`config.mk`:
```
export PLATFORM = sky130hd
export DESIGN_NAME = alu_seq_flat
export DESIGN_NICKNAME = d
export VERILOG_FILES = /design/src/rtl/alu_seq_if.sv /design/src/rtl/alu_seq.sv /design/src/flat_wrapper.sv
export SDC_FILE = /design/constraint.sdc
export NUM_CORES = 1
export LEC_CHECK = 0
export CAP_MARGIN = 20
export CELL_PAD_IN_SITES_DETAIL_PLACEMENT = 2
export CELL_PAD_IN_SITES_GLOBAL_PLACEMENT = 2
export CORE_ASPECT_RATIO = 1.75
export CORE_MARGIN = 8
export CORE_UTILIZATION = 31
export DETAILED_ROUTE_END_ITERATION = 8
export GPL_ROUTABILITY_DRIVEN = 0
export GPL_TIMING_DRIVEN = 0
export PLACE_DENSITY = 0.84
export RECOVER_POWER = 25
export SLEW_MARGIN = 20
export SYNTH_ARGS = -nofsm -noshare
export SYNTH_HDL_FRONTEND = slang
export SYNTH_SLANG_ARGS = --single-unit
```
`constraint.sdc`:
```
create_clock -name clk -period 1.7 [get_ports clk]
set_input_delay 0.255 -clock clk [delete_from_list [all_inputs] [get_ports clk]]
set_output_delay 0.255 -clock clk [all_outputs]
set_load 0.1 [all_outputs]
```
`src/rtl/alu_seq_if.sv`:
```
// Handshake and result bus for alu_seq: operation request in, registered result and flags out.
interface alu_seq_if #(
    parameter int WIDTH = 16
);
    logic             in_valid;
    logic             in_ready;
    logic [3:0]       aluControl;
    logic [WIDTH-1:0] a;
    logic [WIDTH-1:0] b;
    logic             out_valid;
    logic [WIDTH-1:0] result;
    logic             C;
    logic             L;
    logic             F;
    logic             Z;
    logic             N;

    modport master (
        output in_valid, aluControl, a, b,
        input  in_ready, out_valid, result, C, L, F, Z, N
    );

    modport slave (
        input  in_valid, aluControl, a, b,
        output in_ready, out_valid, result, C, L, F, Z, N
    );
endinterface

```
`src/rtl/alu_seq.sv`:
```
// Registered ALU with flag register, shifter and optional shift-add multiplier.
// Define ALU_SEQ_MUL_EN to build the iterative multiplier (opcode 1010); otherwise 1010 is undefined.
module alu_seq #(
    parameter int WIDTH = 16,
    parameter int SHW   = 4
) (
    input logic      clk,
    input logic      reset,
    alu_seq_if.slave bus
);
    localparam logic [3:0] OP_NOP  = 4'b0000;
    localparam logic [3:0] OP_SUB  = 4'b0001;
    localparam logic [3:0] OP_CMP  = 4'b0010;
    localparam logic [3:0] OP_AND  = 4'b0011;
    localparam logic [3:0] OP_OR   = 4'b0100;
    localparam logic [3:0] OP_XOR  = 4'b0101;
    localparam logic [3:0] OP_MOV  = 4'b0110;
    localparam logic [3:0] OP_MOVI = 4'b0111;
    localparam logic [3:0] OP_ADD  = 4'b1000;
    localparam logic [3:0] OP_SHF  = 4'b1001;
`ifdef ALU_SEQ_MUL_EN
    localparam logic [3:0] OP_MUL  = 4'b1010;
    localparam int         CNT_W   = $clog2(WIDTH) + 1;
`endif

    logic [WIDTH-1:0]        result_q, result_d;
    logic                    c_q, c_d, l_q, l_d, f_q, f_d, z_q, z_d, n_q, n_d;
    logic                    out_valid_q, out_valid_d;
    logic                    accept;
    logic signed [WIDTH-1:0] a_s, b_s;
    logic [WIDTH:0]          sum_w, diff_w;
    logic [SHW-1:0]          sh_amt;
    logic [WIDTH-1:0]        sh_res;

`ifdef ALU_SEQ_MUL_EN
    typedef enum logic {IDLE, MUL_BUSY} state_e;
    state_e               state_q, state_d;
    logic [CNT_W-1:0]     cnt_q, cnt_d;
    logic [2*WIDTH-1:0]   acc_q, acc_d, mcand_q, mcand_d, acc_next;
    logic [WIDTH-1:0]     mplier_q, mplier_d;

    assign bus.in_ready = (state_q == IDLE);
    assign acc_next     = acc_q + (mplier_q[0] ? mcand_q : '0);
`else
    assign bus.in_ready = 1'b1;
`endif

    assign accept = bus.in_valid & bus.in_ready;
    assign a_s    = signed'(bus.a);
    assign b_s    = signed'(bus.b);
    assign sum_w  = {1'b0, bus.a} + {1'b0, bus.b};
    assign diff_w = {1'b0, bus.a} - {1'b0, bus.b};
    assign sh_amt = bus.b[SHW-1:0];

    // b's MSB picks direction; amounts past the word width flush to zero
    always_comb begin
        sh_res = '0;
        if (32'(sh_amt) < WIDTH) begin
            sh_res = bus.b[WIDTH-1] ? (bus.a >> sh_amt) : (bus.a << sh_amt);
        end
    end

    always_comb begin
        result_d    = result_q;
        c_d         = c_q;
        l_d         = l_q;
        f_d         = f_q;
        z_d         = z_q;
        n_d         = n_q;
        out_valid_d = 1'b0;
`ifdef ALU_SEQ_MUL_EN
        state_d     = state_q;
        cnt_d       = cnt_q;
        acc_d       = acc_q;
        mcand_d     = mcand_q;
        mplier_d    = mplier_q;
`endif
        if (accept) begin
            out_valid_d = 1'b1;
            case (bus.aluControl)
                OP_NOP: ;
                OP_SUB: begin
                    result_d = diff_w[WIDTH-1:0];
                    c_d      = diff_w[WIDTH];
                    f_d      = (bus.a[WIDTH-1] != bus.b[WIDTH-1]) &&
                               (diff_w[WIDTH-1] != bus.a[WIDTH-1]);
                    z_d      = (diff_w[WIDTH-1:0] == '0);
                    n_d      = diff_w[WIDTH-1];
                    l_d      = 1'b0;
                end
                OP_CMP: begin
                    l_d = (bus.a < bus.b);
                    n_d = (a_s < b_s);
                    z_d = (bus.a == bus.b);
                    c_d = 1'b0;
                    f_d = 1'b0;
                end
                OP_AND:  result_d = bus.a & bus.b;
                OP_OR:   result_d = bus.a | bus.b;
                OP_XOR:  result_d = bus.a ^ bus.b;
                OP_MOV:  result_d = bus.a;
                OP_MOVI: result_d = bus.b;
                OP_ADD: begin
                    result_d = sum_w[WIDTH-1:0];
                    c_d      = sum_w[WIDTH];
                    f_d      = (bus.a[WIDTH-1] == bus.b[WIDTH-1]) &&
                               (sum_w[WIDTH-1] != bus.a[WIDTH-1]);
                    z_d      = (sum_w[WIDTH-1:0] == '0);
                    n_d      = sum_w[WIDTH-1];
                    l_d      = 1'b0;
                end
                OP_SHF: result_d = sh_res;
`ifdef ALU_SEQ_MUL_EN
                OP_MUL: begin
                    out_valid_d = 1'b0;
                    state_d     = MUL_BUSY;
                    cnt_d       = '0;
                    acc_d       = '0;
                    mcand_d     = {{WIDTH{1'b0}}, bus.a};
                    mplier_d    = bus.b;
                end
`endif
                default: result_d = '0;
            endcase
`ifdef ALU_SEQ_MUL_EN
        end else if (state_q == MUL_BUSY) begin
            // one partial product per clock; the last one lands directly in result
            acc_d    = acc_next;
            mcand_d  = mcand_q << 1;
            mplier_d = mplier_q >> 1;
            cnt_d    = cnt_q + 1'b1;
            if (cnt_q == CNT_W'(WIDTH - 1)) begin
                state_d     = IDLE;
                out_valid_d = 1'b1;
                result_d    = acc_next[WIDTH-1:0];
                c_d         = |acc_next[2*WIDTH-1:WIDTH];
                f_d         = |acc_next[2*WIDTH-1:WIDTH];
                z_d         = (acc_next[WIDTH-1:0] == '0);
                n_d         = acc_next[WIDTH-1];
            end
`endif
        end
    end

    always_ff @(posedge clk or posedge reset) begin
        if (reset) begin
            result_q    <= '0;
            c_q         <= 1'b0;
            l_q         <= 1'b0;
            f_q         <= 1'b0;
            z_q         <= 1'b0;
            n_q         <= 1'b0;
            out_valid_q <= 1'b0;
`ifdef ALU_SEQ_MUL_EN
            state_q     <= IDLE;
            cnt_q       <= '0;
`endif
        end else begin
            result_q    <= result_d;
            c_q         <= c_d;
            l_q         <= l_d;
            f_q         <= f_d;
            z_q         <= z_d;
            n_q         <= n_d;
            out_valid_q <= out_valid_d;
`ifdef ALU_SEQ_MUL_EN
            state_q     <= state_d;
            cnt_q       <= cnt_d;
`endif
        end
    end

`ifdef ALU_SEQ_MUL_EN
    always_ff @(posedge clk) begin
        acc_q    <= acc_d;
        mcand_q  <= mcand_d;
        mplier_q <= mplier_d;
    end
`endif

    assign bus.out_valid = out_valid_q;
    assign bus.result    = result_q;
    assign bus.C         = c_q;
    assign bus.L         = l_q;
    assign bus.F         = f_q;
    assign bus.Z         = z_q;
    assign bus.N         = n_q;
endmodule

```
`src/flat_wrapper.sv`:
```
// flat-port wrapper written by rule: the top's interface ports become plain ports
module alu_seq_flat 
#(
    parameter int WIDTH = 16,
    parameter int SHW   = 4
)
  (clk, reset, bus_in_valid, bus_aluControl, bus_a, bus_b, bus_in_ready, bus_out_valid, bus_result, bus_C, bus_L, bus_F, bus_Z, bus_N);
  alu_seq_if #(.WIDTH(WIDTH)) bus_i ();
  input logic clk;
  input logic reset;
  input wire logic [$bits(bus_i.in_valid)-1:0] bus_in_valid;
  input wire logic [$bits(bus_i.aluControl)-1:0] bus_aluControl;
  input wire logic [$bits(bus_i.a)-1:0] bus_a;
  input wire logic [$bits(bus_i.b)-1:0] bus_b;
  output wire logic [$bits(bus_i.in_ready)-1:0] bus_in_ready;
  output wire logic [$bits(bus_i.out_valid)-1:0] bus_out_valid;
  output wire logic [$bits(bus_i.result)-1:0] bus_result;
  output wire logic [$bits(bus_i.C)-1:0] bus_C;
  output wire logic [$bits(bus_i.L)-1:0] bus_L;
  output wire logic [$bits(bus_i.F)-1:0] bus_F;
  output wire logic [$bits(bus_i.Z)-1:0] bus_Z;
  output wire logic [$bits(bus_i.N)-1:0] bus_N;
  assign bus_i.in_valid = bus_in_valid;
  assign bus_i.aluControl = bus_aluControl;
  assign bus_i.a = bus_a;
  assign bus_i.b = bus_b;
  assign bus_in_ready = bus_i.in_ready;
  assign bus_out_valid = bus_i.out_valid;
  assign bus_result = bus_i.result;
  assign bus_C = bus_i.C;
  assign bus_L = bus_i.L;
  assign bus_F = bus_i.F;
  assign bus_Z = bus_i.Z;
  assign bus_N = bus_i.N;
  alu_seq #(.WIDTH(WIDTH), .SHW(SHW)) u_core (.clk(clk), .reset(reset), .bus(bus_i));
endmodule
```
==> run metrics <==
initial DRC count=773; unrepaired setup endpoints after global routing=true; worst slew pin tran=0.968 ns; R2R setup slack=-0.66 ns; Crit. End Element=flip-flop; hold path depth=4; CP Data Required Time=1.90 ns; number of library cell types mapped by synthesis=85; post-place setup slack=-2.67 ns; r2r startpoint=u_core.bus.Z$_DFFE_PP0P_; simple-gate share of the synthesized area=21.6%; sequential power share=12.6%; crit start category=input pin; DR top layer=met4; LEAKAGE=3.35 nW; ys async rst share=100%; clock period minus worst slack=3.12 ns; share of cells above drive strength 1=46.7%; power density cells=615 nW/um^2; initial antenna violation count=0; Cell Int Power=2.45 mW; Net Switching=2.87 mW; data arrival time of the critical path=3.32 ns; logic gate share of total power=74.5%; hold path endpoint=u_core.bus.result[4]$_DFFE_PP0P_; Clock Path Buffers=2; GRT Residual Overflow=0; post-synth top area share=11.5%; GRT Overall Usage=31.9%; Max Cap Viol=0; Final Routed Wirelength=41,200 um; clock skew=0 ns; met3 wire len=2540 um; sequential element share of the synthesized area=10.3%; Vias/cell=6.89; Area Growth Syn to Fin=61.5%; power consumption=5.32 mW; sum of negative setup slack=-19.39 ns; Yosys reg bits=22; Top Ports=62; cells after synthesis=713; Slew Viols, Final=0; YS warnings=0; post-synthesis compound-gate area fraction=31.9%; Wirelength per Cell=38.2 um; CTS buffer count=3; first-pass iteration count of the detailed router=8; fin nets=942; DRT met1 WL=14,000 um; num rows=63; Hold Path Origin=bus_aluControl[3]; clk slew on worst S/H paths=0.07 ns; FMAX=321 MHz; Post-Syn Area=5350 um^2; clock network power share=13.0%; DR WL met2=20,900 um; Reg2Reg Depth=6; Post-Synth XOR/XNOR Area=2.62%; DRC Markers=0; die height=190 um; Most used DFF post-synth=dfrtp_1; reg2reg end=u_core.bus.Z$_DFFE_PP0P_; Worst IR Drop VDD=0.000608 V; outcome=complete, but fails checks; clk sinks=22; Commonest cells post-synth=66 x nor2_1, 60 x a21oi_1, 57 x nand2_1; period utilization=183%; Port Buffers=56; Initial Util=31.6%; DP HPWL=23,000 um; placed cell count=996; die width=115 um; setup ws final=-1.42 ns; largest net degree at the start of global routing=23; Post-synth EDFFs=0; Yosys top cell by area=ha_1; synthesized area per cell=7.50 um^2; worst skew pair latency=0.26 ns; post-synthesis mux area share=12.8%; first-pass GRT wire length=52,300 um; antenna diode count=0; Routed Antenna Nets=0; core area=16,900 um^2; die area=21,900 um^2; H-tree Lvls=1; largest family of logic cells by synthesized area=compound AO/OA/AOI/OAI gates; largest cells by area after synthesis=ha_1 11%, dfrtp_1 10%, mux4_2 8.0%; WS Path Type=in2reg; hold crit path type=in2reg; Switching Fraction=54.0%; most common cell in the netlist=nor2_1; Final Non-Filler Cells=1,078; vias=7,431; Post-Syn Nets=803; failing checks=negative setup slack; vias in the first global route=8,005; adder-cell share of the synthesized area=12.2%; CP max FO=4; TritonCTS clock tree=built; clk root buf=clkbuf_16; relative slew slack=35.3%; Final Hold Vio Count=0; Final setup viols=21
[worst max-delay path by stage]
| stage | endpoint | cells after the start | start |
|---|---|---|---|
| CTS | u_core.bus.Z$_DFFE_PP0P_ | 14 | bus_b[2] |
| global placement | u_core.bus.Z$_DFFE_PP0P_ | 12 | bus_a[4] |
| detailed placement | u_core.bus.Z$_DFFE_PP0P_ | 12 | bus_a[4] |
| floorplan | u_core.bus.Z$_DFFE_PP0P_ | 13 | bus_b[2] |
| global route | u_core.bus.Z$_DFFE_PP0P_ | 15 | bus_b[2] |
| finish | u_core.bus.Z$_DFFE_PP0P_ | 16 | bus_b[2] |
[registers in the layout, indices dropped and copies added (netlist names)]
register / cells
u_core.bus.N: 1
u_core.bus.F: 1
u_core.bus.Z: 1
u_core.bus.out_valid: 1
u_core.bus.result: 16
u_core.bus.L: 1
u_core.bus.C: 1
[cells in the final DEF (no fill, tap or decap), types with 11 or more instances in the layout]
| master | instances |
|---|---|
| o21ai_0 | 21 |
| dfrtp_1 | 22 |
| ha_1 | 29 |
| a21oi_2 | 12 |
| ha_4 | 17 |
| nand2_1 | 54 |
| clkdlybuf4s15_2 | 22 |
| a21oi_1 | 39 |
| mux4_2 | 19 |
| buf_12 | 19 |
| nor3_1 | 14 |
| o21ai_1 | 23 |
| nor2_1 | 56 |
| inv_2 | 16 |
| buf_6 | 20 |
| buf_4 | 66 |
| nand3_1 | 11 |
| inv_1 | 25 |
| buf_2 | 13 |
[through the flow]
stage	instance area (um^2)	hold WS [ns]	utilization, %
2_1_floorplan	5880	0.244	-
3_3_place_gp	6720	0.471	39.7
3_5_place_dp	6730	0.472	39.7
4_1_cts	8020	0.467	47.3
5_1_grt	8640	0.475	51.0
6_report	8640	0.432	51.0
[critical path, cell delays in order]
cell and delay [ns]:
buf_8 0.08, clkbuf_16 0.14, inv_8 0.03, buf_12 0.13, ha_4 0.30, buf_12 0.14
nor2_4 0.04, or3_4 0.37, buf_6 0.14, a211oi_4 0.40, o41ai_4 0.18, buf_4 0.21
o31ai_4 0.10, nand2_1 0.17, or4_4 0.53, nand3_2 0.09
[repair_timing]
action / in CTS / in global routing
buffers inserted: 48 / 36
endpoints found under the setup margin: 43 / 24
resized for setup: 389 / 104
pin swaps: 68 / 68
hold buffers: 0 / 0
[cells by family after synthesis]
group                    count (synthesis)
AO/OA/AOI/OAI                          245
flip-flops                              22
buffers and inverters                  106
other                                    1
adder cells (fa/ha/maj)                 51
multiplexers                            43
AND/OR/NAND/NOR                        229
XOR/XNOR                                16
[final cells by class]
| cell class | instances | area [um^2] |
|---|---|---|
| Multi-Input combinational cell | 585 | 5580 |
| Timing Repair Buffer | 138 | 1310 |
| Tap cell | 227 | 284 |
| Buffer | 52 | 576 |
| Fill cell | 1765 | 8310 |
| Clock buffer | 3 | 75.1 |
| Inverter | 50 | 233 |
| Sequential cell | 22 | 551 |
| Clock inverter | 1 | 30.0 |
[power by group through the flow]
stage	Combinational, mW	Sequential [mW]	Clock [mW]
floorplan	1.41	1.22	0
global placement	2.75	0.660	0
detailed placement	2.85	0.666	0
CTS	3.34	0.656	0.682
global route	4.04	0.672	0.710
finish	3.96	0.667	0.691
[per-layer routing]
| metal | global-route usage (%) | vias up |
|---|---|---|
| met3 | 5.02 | 207 |
| met5 | 0 | - |
| li1 | - | 2969 |
| met4 | 26.0 | 0 |
| met2 | 56.6 | 516 |
| met1 | 31.9 | 3739 |
Power figures use the tool's default switching activity.
==> variant 1: new RTL, same settings <==
The option `ALU_SEQ_MUL_EN` is turned on by a define.
--- a/src/rtl/alu_seq.sv
+++ b/src/rtl/alu_seq.sv
@@ -1,4 +1,6 @@
 // Registered ALU with flag register, shifter and optional shift-add multiplier.
 // Define ALU_SEQ_MUL_EN to build the iterative multiplier (opcode 1010); otherwise 1010 is undefined.
+`define ALU_SEQ_MUL_EN
+
 module alu_seq #(
     parameter int WIDTH = 16,
Behaviour: not the same (a bounded check fails within 4 cycles, from zero or initial values and one cycle with reset high).
==> variant 1 against the original RTL <==
  * The flow still finishes with violations (setup timing)
  * Utilization fell by 3.2 points
  * Routed wire length is 100% higher
  * Synthesized area up 110%
  * Global-route usage increased by 1.1 points
  * Cell area up 95%
  * Setup slack worse by 0.86 ns
  * Register-to-register slack got worse by 1.6 ns
  * Sequential cell count rose by 86
  * Die area up 93%
Power is left out: it rests on default switching activity, and per cell area and clock period it moved more than threefold.
==> variant 1: results (changes against the original RTL) <==
vias=14,300 (+93%); number of flops mapped to enable cells by yosys=80 (+80); number of global-route vias before repair=15,200 (+90%); failing checks=setup timing; post-CTS setup buffers=102 (+110%); TritonRoute pass-1 iters=5 (-3); setup TNS=-117.78 ns (-98.39 ns); nets@finish=1,694 (+80%); initial antenna violation count=7 (+7); final hold slack=0.258 ns (-0.174 ns); clock skew=0.0206 ns (+0.0206 ns); routed wire length=84,300 um (+100%); WHS Path Cells=3 (-1); CP Max Fanout=7 (+3); Reg-to-Reg End=u_core.bus.F; worst setup margin=-2.28 ns (-0.864 ns); Worst Min Path Start=bus_b[5]; largest net degree at the start of global routing=29 (+26%); H-tree depth=3 (+2); global-route wire length before repair=104,000 um (+98%); CP arrival=4.27 ns (+0.95 ns); TritonCTS buffer count=9 (+6); setup violators final=162 (+670%); Post-synth top cells=nand2_1 (128), nor2_1 (124), a21oi_1 (104); post-synthesis sequential area ratio=28.0% (+18 points); worst slack, placed=-2.60 ns (+0.0694 ns); hold path endpoint=u_core.mplier_q[5]; top cells by area, synth=edfxtp_1 (22%), ha_1 (9.2%), dfrtp_1 (6.3%); Reg clk slew, reported paths=0.09 ns (+0.02 ns); final non-filler cell total=2,043 (+90%); worst-case reg-to-reg path depth=14 (+8); Post-Synthesis Cells=1,327 (+86%); R2R Path Start=u_core.mplier_q[0]; Post-CTS Resized=553 (+42%); share of layout cells above drive strength 1=40.7% (-6.0 points); gr usage total=33.1% (+1.1 points); syn nets=1,451 (+81%); Post-DP HPWL=43,800 um (+90%); Synth cell types=82 (-3.5%); Placement Cell Area=13,000 um^2 (+93%); IO Port Bufs=61 (+8.9%); outcome=finished, violations left; clk_lat worst skew=0.42 ns (+0.16 ns)
[variant 1: per-layer routing]
metal	part of all wire, %	track usage (%)
met1	31	28.5
met2	47	60.0
met3	8.7	8.63
met4	13	33.5
met5	0.049	0
[variant 1: cell families after synthesis]
| logic type | after synthesis | share of synthesized area, % |
|---|---|---|
| simple gates | 454 | 19.6 |
| compound gates | 414 | 25.1 |
| buf+inv | 161 | 5.77 |
| flops | 108 | 28.0 |
| fa+ha+maj | 85 | 9.79 |
| mux | 55 | 7.80 |
| xor+xnor | 50 | 3.95 |
[variant 1: final cells by class]
cell class,count,area (um^2)
plain buffers,74,815
inverters,77,335
clock inverters,7,82.6
clock buffers,9,225
multi-input cells,1058,9310
diodes,3,7.51
flip-flops and latches,108,3100
fillers,3625,18400
repair inverters,1,7.51
repair buffers,241,2380
well taps,465,582
[variant 1: worst max path at each step]
stage	startpoint	to	slack [ns]	cells after the start
final	u_core.mplier_q[0]	u_core.bus.F	-2.28	14
after global routing	u_core.mplier_q[0]	u_core.bus.F	-2.31	17
after CTS	u_core.mplier_q[0]	u_core.bus.F	-1.93	15
after detailed placement	u_core.mplier_q[0]	u_core.bus.F	-2.60	13
after global placement	u_core.mplier_q[0]	u_core.bus.C	-2.52	13
after floorplan	u_core.mplier_q[0]	u_core.bus.C	-1.40	13
[variant 1: critical path, stage by stage (launching register included)]
cell       delay (ns)
edfxtp_1         0.39
buf_6            0.17
clkbuf_16        0.18
and2_1           0.19
ha_4             0.35
nand4_1          0.24
nor3_4           0.31
nand2_1          0.16
o31ai_2          0.42
o21ai_1          0.26
a2111oi_4        0.39
nand4_1          0.27
nor4_4           0.26
buf_4            0.19
a21oi_2          0.07
==> variant 2: new RTL, same settings <==
Without the edit above. Take the reset off `result_q` and load it in a clocked block of its own.
--- a/src/rtl/alu_seq.sv
+++ b/src/rtl/alu_seq.sv
@@ -145,5 +145,4 @@
     always_ff @(posedge clk or posedge reset) begin
         if (reset) begin
-            result_q    <= '0;
             c_q         <= 1'b0;
             l_q         <= 1'b0;
@@ -157,5 +156,4 @@
 `endif
         end else begin
-            result_q    <= result_d;
             c_q         <= c_d;
             l_q         <= l_d;
@@ -169,4 +167,8 @@
 `endif
         end
+    end
+
+    always_ff @(posedge clk) begin
+        result_q <= result_d;
     end
 
Function: changed (a bounded check fails within 4 cycles, from zero or initial values and one cycle with reset high).
==> variant 2 against the original RTL <==
  * The run still ends with setup timing left
  * Routed wire length fell by 7.5%
  * Largest cell class unchanged
  * Via count is 5.3% lower
  * Clock power increased by 1%
  * Power fell by 10%
  * Critical endpoint unchanged
  * Sequential cell count is the same
  * Fmax is 7.6% lower
  * Setup slack got worse by 0.26 ns
  * Synthesized area is 10% lower
  * Cell area is 14% lower
==> variant 2: results (changes against the original RTL) <==
outcome=finished, violations left; failing checks=setup timing; antenna cells=1 (+1); fillers=1,651 (-6.5%); CP top delay family=compound AO/OA/AOI/OAI gates; Metal-1 WL=12,400 um (-11%); Post-CTS Resized=348 (-11%); Clock power frac=14.7% (+1.7 points); share of layout cells above drive strength 1=36.8% (-9.8 points); Psw=0.00253 W (-12%); Met2 Wirelength=18,600 um (-11%); IO Port Bufs=58 (+3.6%); Post-synth top cells=nor2_1 (75), a21oi_1 (65), nand2_1 (64); Slowest-stage cell, CP=or4b_1; met3 wire length=2970 um (+17%); fraction of area in clock buffers and inverters=1.41% (+0.19 points); TritonRoute pass-1 iters=6 (-2); number of global-route vias before repair=7,453 (-6.9%); XOR/XNOR Fraction of Synth Area=4.90% (+2.3 points); Main synth FF type=edfxtp_1; non-clock inverter count in the final layout=49 (-2.0%); multiplexer share of the synthesized area=4.61% (-8.2 points); Max IR drop VDD=0.338 mV (-44%); Multi-In Gates=566 (-3.2%); vias per cell=7.05 (+2.2%); Post-DP HPWL=21,000 um (-8.9%); met3 global-route usage=3.83% (-1.2 points); adder-cell area share of the yosys netlist=13.6% (+1.4 points); routed wire length=38,100 um (-7.5%); worst setup margin=-1.68 ns (-0.256 ns); worst-margin pin slew=1.13 ns (+0.167 ns); setup violators final=21 (unchanged); Synth cell types=76 (-11%); Seq pwr share=14.7% (+2.1 points); average size of a mapped cell=7.01 um^2 (-6.5%); register area=631 um^2 (+15%); vias=7,038 (-5.3%); FFs & Latches=22 (unchanged); gr usage total=32.1% (+0.16 points)
variant 2: final timing paths:
path / to / startpoint / cells after the start / slack (ns)
max: u_core.bus.Z / bus_b[7] / 11 / -1.68
min: u_core.bus.Z / reset / 2 / 0.42
max reg2reg: u_core.bus.Z / u_core.bus.Z / 8 / -0.48
min reg2reg: u_core.bus.L / u_core.bus.L / 2 / 0.52
max in group asynchronous: u_core.bus.C / reset / 2 / 1.00
min in group clk: u_core.bus.result[2] / bus_a[2] / 3 / 0.51
variant 2: metrics by stage:
| step | setup WS [ns] | cell area [um^2] | hold WS [ns] |
|---|---|---|---|
| 2_1_floorplan | -1.08 | 5030 | 0.0460 |
| 3_3_place_gp | -2.47 | 5850 | 0.464 |
| 3_5_place_dp | -2.57 | 5860 | 0.508 |
| 4_1_cts | -1.21 | 7060 | 0.258 |
| 5_1_grt | -1.59 | 7440 | 0.427 |
| 6_report | -1.68 | 7450 | 0.416 |
